<file path="src/rtl/sound_mixer_if.sv">
// Mixer voice inputs and mixed-output bundle.
// master drives voices and mute; slave is the mixer.
interface sound_mixer_if #(
  parameter int CHANNELS = 2,
  parameter int IN_W     = 8,
  parameter int VOL_W    = 4,
  parameter int OUT_W    = 16
);
  logic [CHANNELS*IN_W-1:0]  ch_sample;
  logic [CHANNELS-1:0]       ch_active;
  logic [CHANNELS*VOL_W-1:0] ch_vol;
  logic                      mute;
  logic [OUT_W-1:0]          audio_out;
  logic                      sample_tick;
  logic                      busy;
  logic                      clip;

  modport master (
    output ch_sample, ch_active, ch_vol, mute,
    input  audio_out, sample_tick, busy, clip
  );

  modport slave (
    input  ch_sample, ch_active, ch_vol, mute,
    output audio_out, sample_tick, busy, clip
  );
endinterface

</file>
<file path="src/rtl/sound_mixer.sv">
// Serial N-voice mixer: snapshot, scale, sum, saturate, offset-binary out.
// Optional MIXER_RAMP_EN: per-channel volume ramps one step per output tick.
module sound_mixer #(
  parameter int CHANNELS = 2,
  parameter int IN_W     = 8,
  parameter int VOL_W    = 4,
  parameter int OUT_W    = 16,
  parameter int TICK_DIV = 2178
) (
  input logic         clk,
  input logic         reset_n,
  sound_mixer_if.slave mix
);

  localparam int CW    = (CHANNELS > 1) ? $clog2(CHANNELS) : 1;
  localparam int CNT_W = (TICK_DIV > 1) ? $clog2(TICK_DIV) : 1;
  localparam int P_W   = IN_W + VOL_W + 2;
  localparam int ACC_W = IN_W + VOL_W + 1 + $clog2(CHANNELS) + 1;
  localparam int SH    = OUT_W - IN_W - VOL_W;
  localparam int Y_W   = ACC_W + SH;

  localparam logic [IN_W-1:0]  MID_IN  = {1'b1, {(IN_W-1){1'b0}}};
  localparam logic [OUT_W-1:0] MID_OUT = {1'b1, {(OUT_W-1){1'b0}}};
  localparam logic signed [Y_W-1:0] YMAX = Y_W'((64'd1 << (OUT_W-1)) - 64'd1);
  localparam logic signed [Y_W-1:0] YMIN = ~YMAX;

  if (TICK_DIV <= CHANNELS + 3) begin : g_div_chk
    $error("sound_mixer: TICK_DIV must exceed CHANNELS+3");
  end

  typedef enum logic [2:0] {
    S_IDLE,
    S_SNAP,
    S_ACCUM,
    S_CLAMP,
    S_OUT
  } state_t;

  state_t                    state_q;
  logic [CNT_W-1:0]          cnt_q, cnt_d;
  logic [CW-1:0]             ch_q;
  logic [CHANNELS*IN_W-1:0]  samp_q;
  logic [CHANNELS-1:0]       act_q;
  logic [CHANNELS*VOL_W-1:0] vol_q;
  logic                      mute_q;
  logic signed [ACC_W-1:0]   acc_q, acc_d;
  logic [OUT_W-1:0]          y_q;
  logic                      clipn_q;
  logic [OUT_W-1:0]          audio_q;
  logic                      tick_q;
  logic                      clip_q;

  logic                      wrap_w;
  logic                      last_w;
  logic [IN_W-1:0]           samp_w;
  logic [VOL_W-1:0]          vol_w;
  logic                      act_w;
  logic signed [IN_W:0]      s_w;
  logic signed [P_W-1:0]     p_w;
  logic signed [Y_W-1:0]     ysh_w;
  logic [OUT_W-1:0]          ysat_w;
  logic                      sat_w;

  assign wrap_w = (cnt_q == CNT_W'(TICK_DIV - 1));
  assign cnt_d  = wrap_w ? '0 : cnt_q + CNT_W'(1);
  assign last_w = (ch_q == CW'(CHANNELS - 1));
  assign samp_w = samp_q[ch_q*IN_W +: IN_W];

`ifdef MIXER_RAMP_EN
  logic [CHANNELS*VOL_W-1:0] veff_q, veff_d;
  logic [VOL_W-1:0]          tgt_w, cur_w;

  // Ramp targets come from the snapshot of the sample just mixed
  always_comb begin
    veff_d = veff_q;
    tgt_w  = '0;
    cur_w  = '0;
    for (int i = 0; i < CHANNELS; i++) begin
      tgt_w = act_q[i] ? vol_q[i*VOL_W +: VOL_W] : '0;
      cur_w = veff_q[i*VOL_W +: VOL_W];
      if (cur_w < tgt_w)
        veff_d[i*VOL_W +: VOL_W] = cur_w + VOL_W'(1);
      else if (cur_w > tgt_w)
        veff_d[i*VOL_W +: VOL_W] = cur_w - VOL_W'(1);
    end
  end

  always_ff @(posedge clk) begin
    if (!reset_n)
      veff_q <= '0;
    else if (state_q == S_OUT)
      veff_q <= veff_d;
  end

  assign vol_w = veff_q[ch_q*VOL_W +: VOL_W];
  assign act_w = 1'b1;
`else
  assign vol_w = vol_q[ch_q*VOL_W +: VOL_W];
  assign act_w = act_q[ch_q];
`endif

  always_comb begin
    s_w   = $signed({1'b0, samp_w}) - $signed({1'b0, MID_IN});
    p_w   = act_w ? P_W'(s_w) * P_W'($signed({1'b0, vol_w})) : '0;
    acc_d = acc_q + ACC_W'(p_w);
  end

  always_comb begin
    ysh_w  = Y_W'(acc_q) <<< SH;
    sat_w  = 1'b0;
    ysat_w = ysh_w[OUT_W-1:0];
    if (ysh_w > YMAX) begin
      sat_w  = 1'b1;
      ysat_w = YMAX[OUT_W-1:0];
    end else if (ysh_w < YMIN) begin
      sat_w  = 1'b1;
      ysat_w = YMIN[OUT_W-1:0];
    end
  end

  always_ff @(posedge clk) begin
    if (!reset_n) begin
      state_q <= S_IDLE;
      cnt_q   <= '0;
      ch_q    <= '0;
      samp_q  <= '0;
      act_q   <= '0;
      vol_q   <= '0;
      mute_q  <= 1'b0;
      acc_q   <= '0;
      y_q     <= '0;
      clipn_q <= 1'b0;
      audio_q <= MID_OUT;
      tick_q  <= 1'b0;
      clip_q  <= 1'b0;
    end else begin
      cnt_q  <= cnt_d;
      tick_q <= 1'b0;
      clip_q <= 1'b0;
      unique case (state_q)
        S_IDLE: begin
          if (wrap_w) state_q <= S_SNAP;
        end
        S_SNAP: begin
          samp_q  <= mix.ch_sample;
          act_q   <= mix.ch_active;
          vol_q   <= mix.ch_vol;
          mute_q  <= mix.mute;
          acc_q   <= '0;
          ch_q    <= '0;
          state_q <= S_ACCUM;
        end
        S_ACCUM: begin
          acc_q <= acc_d;
          ch_q  <= ch_q + CW'(1);
          if (last_w) state_q <= S_CLAMP;
        end
        S_CLAMP: begin
          y_q     <= ysat_w;
          clipn_q <= sat_w & ~mute_q;
          state_q <= S_OUT;
        end
        S_OUT: begin
          audio_q <= mute_q ? MID_OUT
                            : {~y_q[OUT_W-1], y_q[OUT_W-2:0]};
          tick_q  <= 1'b1;
          clip_q  <= clipn_q;
          state_q <= S_IDLE;
        end
        default: state_q <= S_IDLE;
      endcase
    end
  end

  assign mix.audio_out   = audio_q;
  assign mix.sample_tick = tick_q;
  assign mix.clip        = clip_q;
  assign mix.busy        = (state_q != S_IDLE);

endmodule
</file>
<file path="src/flat_wrapper.sv">
// flat-port wrapper written by rule: the top's interface ports become plain ports
module sound_mixer_flat 
#(
  parameter int CHANNELS = 2,
  parameter int IN_W     = 8,
  parameter int VOL_W    = 4,
  parameter int OUT_W    = 16,
  parameter int TICK_DIV = 2178
)
  (clk, reset_n, mix_ch_sample, mix_ch_active, mix_ch_vol, mix_mute, mix_audio_out, mix_sample_tick, mix_busy, mix_clip);
  sound_mixer_if #(.CHANNELS(CHANNELS), .IN_W(IN_W), .VOL_W(VOL_W), .OUT_W(OUT_W)) mix_i ();
  input logic clk;
  input logic reset_n;
  input wire logic [$bits(mix_i.ch_sample)-1:0] mix_ch_sample;
  input wire logic [$bits(mix_i.ch_active)-1:0] mix_ch_active;
  input wire logic [$bits(mix_i.ch_vol)-1:0] mix_ch_vol;
  input wire logic [$bits(mix_i.mute)-1:0] mix_mute;
  output wire logic [$bits(mix_i.audio_out)-1:0] mix_audio_out;
  output wire logic [$bits(mix_i.sample_tick)-1:0] mix_sample_tick;
  output wire logic [$bits(mix_i.busy)-1:0] mix_busy;
  output wire logic [$bits(mix_i.clip)-1:0] mix_clip;
  assign mix_i.ch_sample = mix_ch_sample;
  assign mix_i.ch_active = mix_ch_active;
  assign mix_i.ch_vol = mix_ch_vol;
  assign mix_i.mute = mix_mute;
  assign mix_audio_out = mix_i.audio_out;
  assign mix_sample_tick = mix_i.sample_tick;
  assign mix_busy = mix_i.busy;
  assign mix_clip = mix_i.clip;
  sound_mixer #(.CHANNELS(CHANNELS), .IN_W(IN_W), .VOL_W(VOL_W), .OUT_W(OUT_W), .TICK_DIV(TICK_DIV)) u_core (.clk(clk), .reset_n(reset_n), .mix(mix_i));
endmodule
</file>
<file path="config.mk">
export PLATFORM = sky130hd
export DESIGN_NAME = sound_mixer_flat
export DESIGN_NICKNAME = d
export VERILOG_FILES = /design/src/rtl/sound_mixer_if.sv /design/src/rtl/sound_mixer.sv /design/src/flat_wrapper.sv
export SDC_FILE = /design/constraint.sdc
export NUM_CORES = 1
export LEC_CHECK = 0
export BUFFER_PORTS_ARGS = -buffer_cell sky130_fd_sc_hd__buf_2
export CORE_AREA = 5 5 152 154
export CTS_CLUSTER_SIZE = 10
export DETAILED_ROUTE_END_ITERATION = 10
export DIE_AREA = 0 0 157 159
export SLEW_MARGIN = 20
export SYNTH_ARGS = -nofsm -noshare
export SYNTH_HDL_FRONTEND = slang
export SYNTH_SLANG_ARGS = --single-unit
</file>
<file path="constraint.sdc">
create_clock -name clk -period 8.3 [get_ports clk]
set_input_delay 1.66 -clock clk [delete_from_list [all_inputs] [get_ports clk]]
set_output_delay 1.66 -clock clk [all_outputs]
set_load 0.05 [all_outputs]
</file>
==> qor.csv <==
metric,value,unit
final instance area,0.006081,mm2
Area after DPL,0.005784,mm2
post-layout minimum cycle time,5.415,ns
Synth async-reset ratio,0,%
largest net degree at the start of global routing,54,
drt wl/cell,11.77,um
synth unique cells,48,
Fin Clk Skew,0.006793,ns
Initial Utilization,24.70,%
Rel. slew slack,31.04,%
Clock Tree Root,clkbuf_16,
setup TNS,0,ns
mean area per synthesized cell,8.319,um2
Overall Global Routing Usage,9.555,%
Post-Syn Area,0.005324,mm2
switch share,23.51,%
Power Dens Cells,137.1,mW/mm2
CP peak stage delay,0.71,ns
P_leak,2.496,nW
status,completed,
Hold Slack,0.4303,ns
"most common cell after layout, fill and taps aside",nand2_1,
# diodes,0,
class of the worst hold path,reg -> reg,
gate count after technology mapping,640,
Syn. warnings,0,
die height,159,um
row count,54,
"EDFF count, synth",0,
cts bufs inserted,9,
first-pass GRT wire length,20230,um
"flops & latches, synth",87,
later-pin clock latency in the skew report,0.35,ns
Fillers,2334,
Worst Tran Pin Value,1.027,ns
# resized after CTS,0,
DRT antenna net count,0,
register share of total power,50.3,%
final hold viol count,0,
Area Overhead vs Synth,14.22,%
Worst Setup End Kind,flop,
grt met2 use,14.54,%
Worst Path Buf+Inv,2,
sequential element share of the synthesized area,32.71,%
io pins,48,
DRC,0,
most frequent cells in the layout,"nand2_1, dfxtp_1, a21oi_1",
R2R setup slack,2.88,ns
most used routing layer,met2,
critical path required time,8.54,ns
Congestion Overflow GR,0,
share of cells above drive strength 1,10.75,%
Setup CP Type,reg -> reg,
Synth Net Count,729,
critical path's most frequent cell,ha_1,
vias in the first global route,4356,
Core Area,0.02155,mm2
TritonCTS Sinks,87,
met1 Usage GRT,13.14,%
Starting DRT DRC Count,367,
Slew Limit Fails,0,
critical path arrival,5.66,ns
via count,4366,
crit path max fanout,34,
fin nets,754,
CTS tree,yes,
hpwl dp,8759,um
cell-internal power,637.8,uW
die extent in x,157,um
Placed Cells,934,
grt met3 use,2.419,%
clock buffer depth,2,
Final Worst Setup Slack,2.885,ns
GPL Wtd Cong,0.8180,
Comb power frac,2.0,%
period utilization,65.24,%
RSZ-0062 raised after global routing,false,
Clk pwr share,47.7,%
first drt pass iteration count,6,
"Top FF cell, synth",dfxtp_1,
drt total wl,11190,um
critical path's slowest cell,dfxtp_2,
Clock transition at path regs,0.07,ns
cts hold-fix bufs,0,
Max Cap Viol,0,
switching power,196.0,uW
Fmax,184.7,MHz
"Setup Fix Bufs, Post-CTS",0,
initial antenna violation count,0,
sequential cell area,0.001743,mm2
area of the multi-input gates,0.003262,mm2
IR Drop Worst-Case VDD,0.07324,mV
"Largest delay share family, worst path",adder cells,
Worst setup SP type,flop,
dpl ws,2.546,ns
cells along the critical path,and2b_1 > a22o_1 > ha_1 > inv_1 > fa_1 > fa_1 > inv_1 > ha_1 > o21ai_0 > o211ai_1 > and2_1 > a21boi_1 > xor2_1 > nor2_1 > ha_1 > and2_1 > and3_1 > o21ai_0 > nand4b_1 > xor2_1 > o21bai_1 > a22o_1,
DR vias/cell,4.596,
Finished Layout Cells,950,
final setup violation count,0,
die area,0.02496,mm2
# port buffers,47,
H-tree depth,3,
-- metal layers --
layer	wire (um)	share of wire (%)	vias up
li1	-	-	2264
met1	5736	51	2001
met2	4730	42	89
met3	540	4.8	12
met4	179	1.6	0
met5	0	0	-
-- cell families (layout without fill, tap and decap cells) --
logic type	Yosys count	after routing	share of synthesized area, %
muxes	4	4	0.8225
and+or+nand+nor	202	202	17.04
adders and majority gates	60	60	16.78
buffers and inverters	83	113	6.110
DFF	87	87	32.71
xor gates and xnor gates	30	30	4.936
AOI/OAI and AO/OA	174	174	21.60
-- per-stage QoR --
stage / total power [mW] / utilization, %
after floorplan: 0.4372 / -
after global placement: 0.4458 / 26.84
after detailed placement: 0.4460 / 26.84
after CTS: 0.8498 / 28.21
after global routing: 0.8655 / 28.21
final: 0.8338 / 28.21
-- path summary, 6_finish.rpt --
| path | depth (start not counted) | startpoint | to |
|---|---|---|---|
| worst min register to register | 1 | u_core.y_q[15]$_SDFFE_PN0P_ | u_core.mix.audio_out[15]$_SDFFE_PN1P_ |
| worst max register to register | 22 | u_core.ch_q$_SDFFE_PN0P_ | u_core.acc_q[14]$_SDFFE_PN0P_ |
| worst max-delay path | 22 | u_core.ch_q$_SDFFE_PN0P_ | u_core.acc_q[14]$_SDFFE_PN0P_ |
| worst min-delay path | 1 | u_core.y_q[15]$_SDFFE_PN0P_ | u_core.mix.audio_out[15]$_SDFFE_PN1P_ |
-- power groups by stage --
stage	clock (mW)	combinational, mW	sequential (mW)
CTS	0.413	0.0169	0.419
finish	0.398	0.0165	0.420
global placement	0	0.0166	0.429
global route	0.427	0.0187	0.420
floorplan	0	0.00819	0.429
detailed placement	0	0.0168	0.429
-- area by class of cell --
| type | count | share of cell area, % |
|---|---|---|
| inverters | 48 | 2.963 |
| clock buffers | 9 | 3.704 |
| repair buffers | 49 | 4.115 |
| multi-input cells | 470 | 53.64 |
| clock inverters | 7 | 1.152 |
| well taps | 280 | 5.761 |
| flip-flops and latches | 87 | 28.66 |
-- synthesized netlist by cell type (all sizes together), types with 3 or more instances --
| cell type | n | area, um2 |
|---|---|---|
| nand2 | 90 | 337.8 |
| dfxtp | 87 | 1742 |
| a21oi | 65 | 325.3 |
| nor2 | 55 | 206.5 |
| inv | 48 | 180.2 |
| ha | 41 | 513.0 |
| o21ai | 28 | 140.1 |
| clkbuf | 27 | 101.4 |
| a22o | 22 | 192.7 |
| fa | 19 | 380.4 |
| a32o | 16 | 160.2 |
| nor2b | 15 | 93.84 |
| xnor2 | 15 | 131.4 |
| xor2 | 15 | 131.4 |
| nand3 | 9 | 45.04 |
| a22oi | 8 | 60.06 |
| buf | 8 | 43.79 |
| a32oi | 7 | 61.31 |
| a21o | 6 | 45.04 |
| a211oi | 5 | 37.54 |
| and2 | 5 | 31.28 |
| nor3 | 5 | 25.02 |
| a31oi | 4 | 25.02 |
| and3 | 4 | 25.02 |
| mux2i | 4 | 43.79 |
| nor3b | 4 | 30.03 |
| o21bai | 4 | 30.03 |
| a21boi | 3 | 22.52 |
| nor4 | 3 | 25.02 |
| o211ai | 3 | 27.52 |
| o21a | 3 | 22.52 |
-- registers in the layout, indices dropped and copies added, names as in the netlist --
register / flops
u_core.samp_q: 16
u_core.ch_q: 1
u_core.mix.sample_tick: 1
u_core.clipn_q: 1
u_core.acc_q: 15
u_core.mix.audio_out: 13
u_core.mute_q: 1
u_core.cnt_q: 12
u_core.mix.clip: 1
u_core.vol_q: 8
u_core.act_q: 2
u_core.y_q: 13
u_core.state_q: 3
No activity file was read; power rests on OpenSTA's default activity.
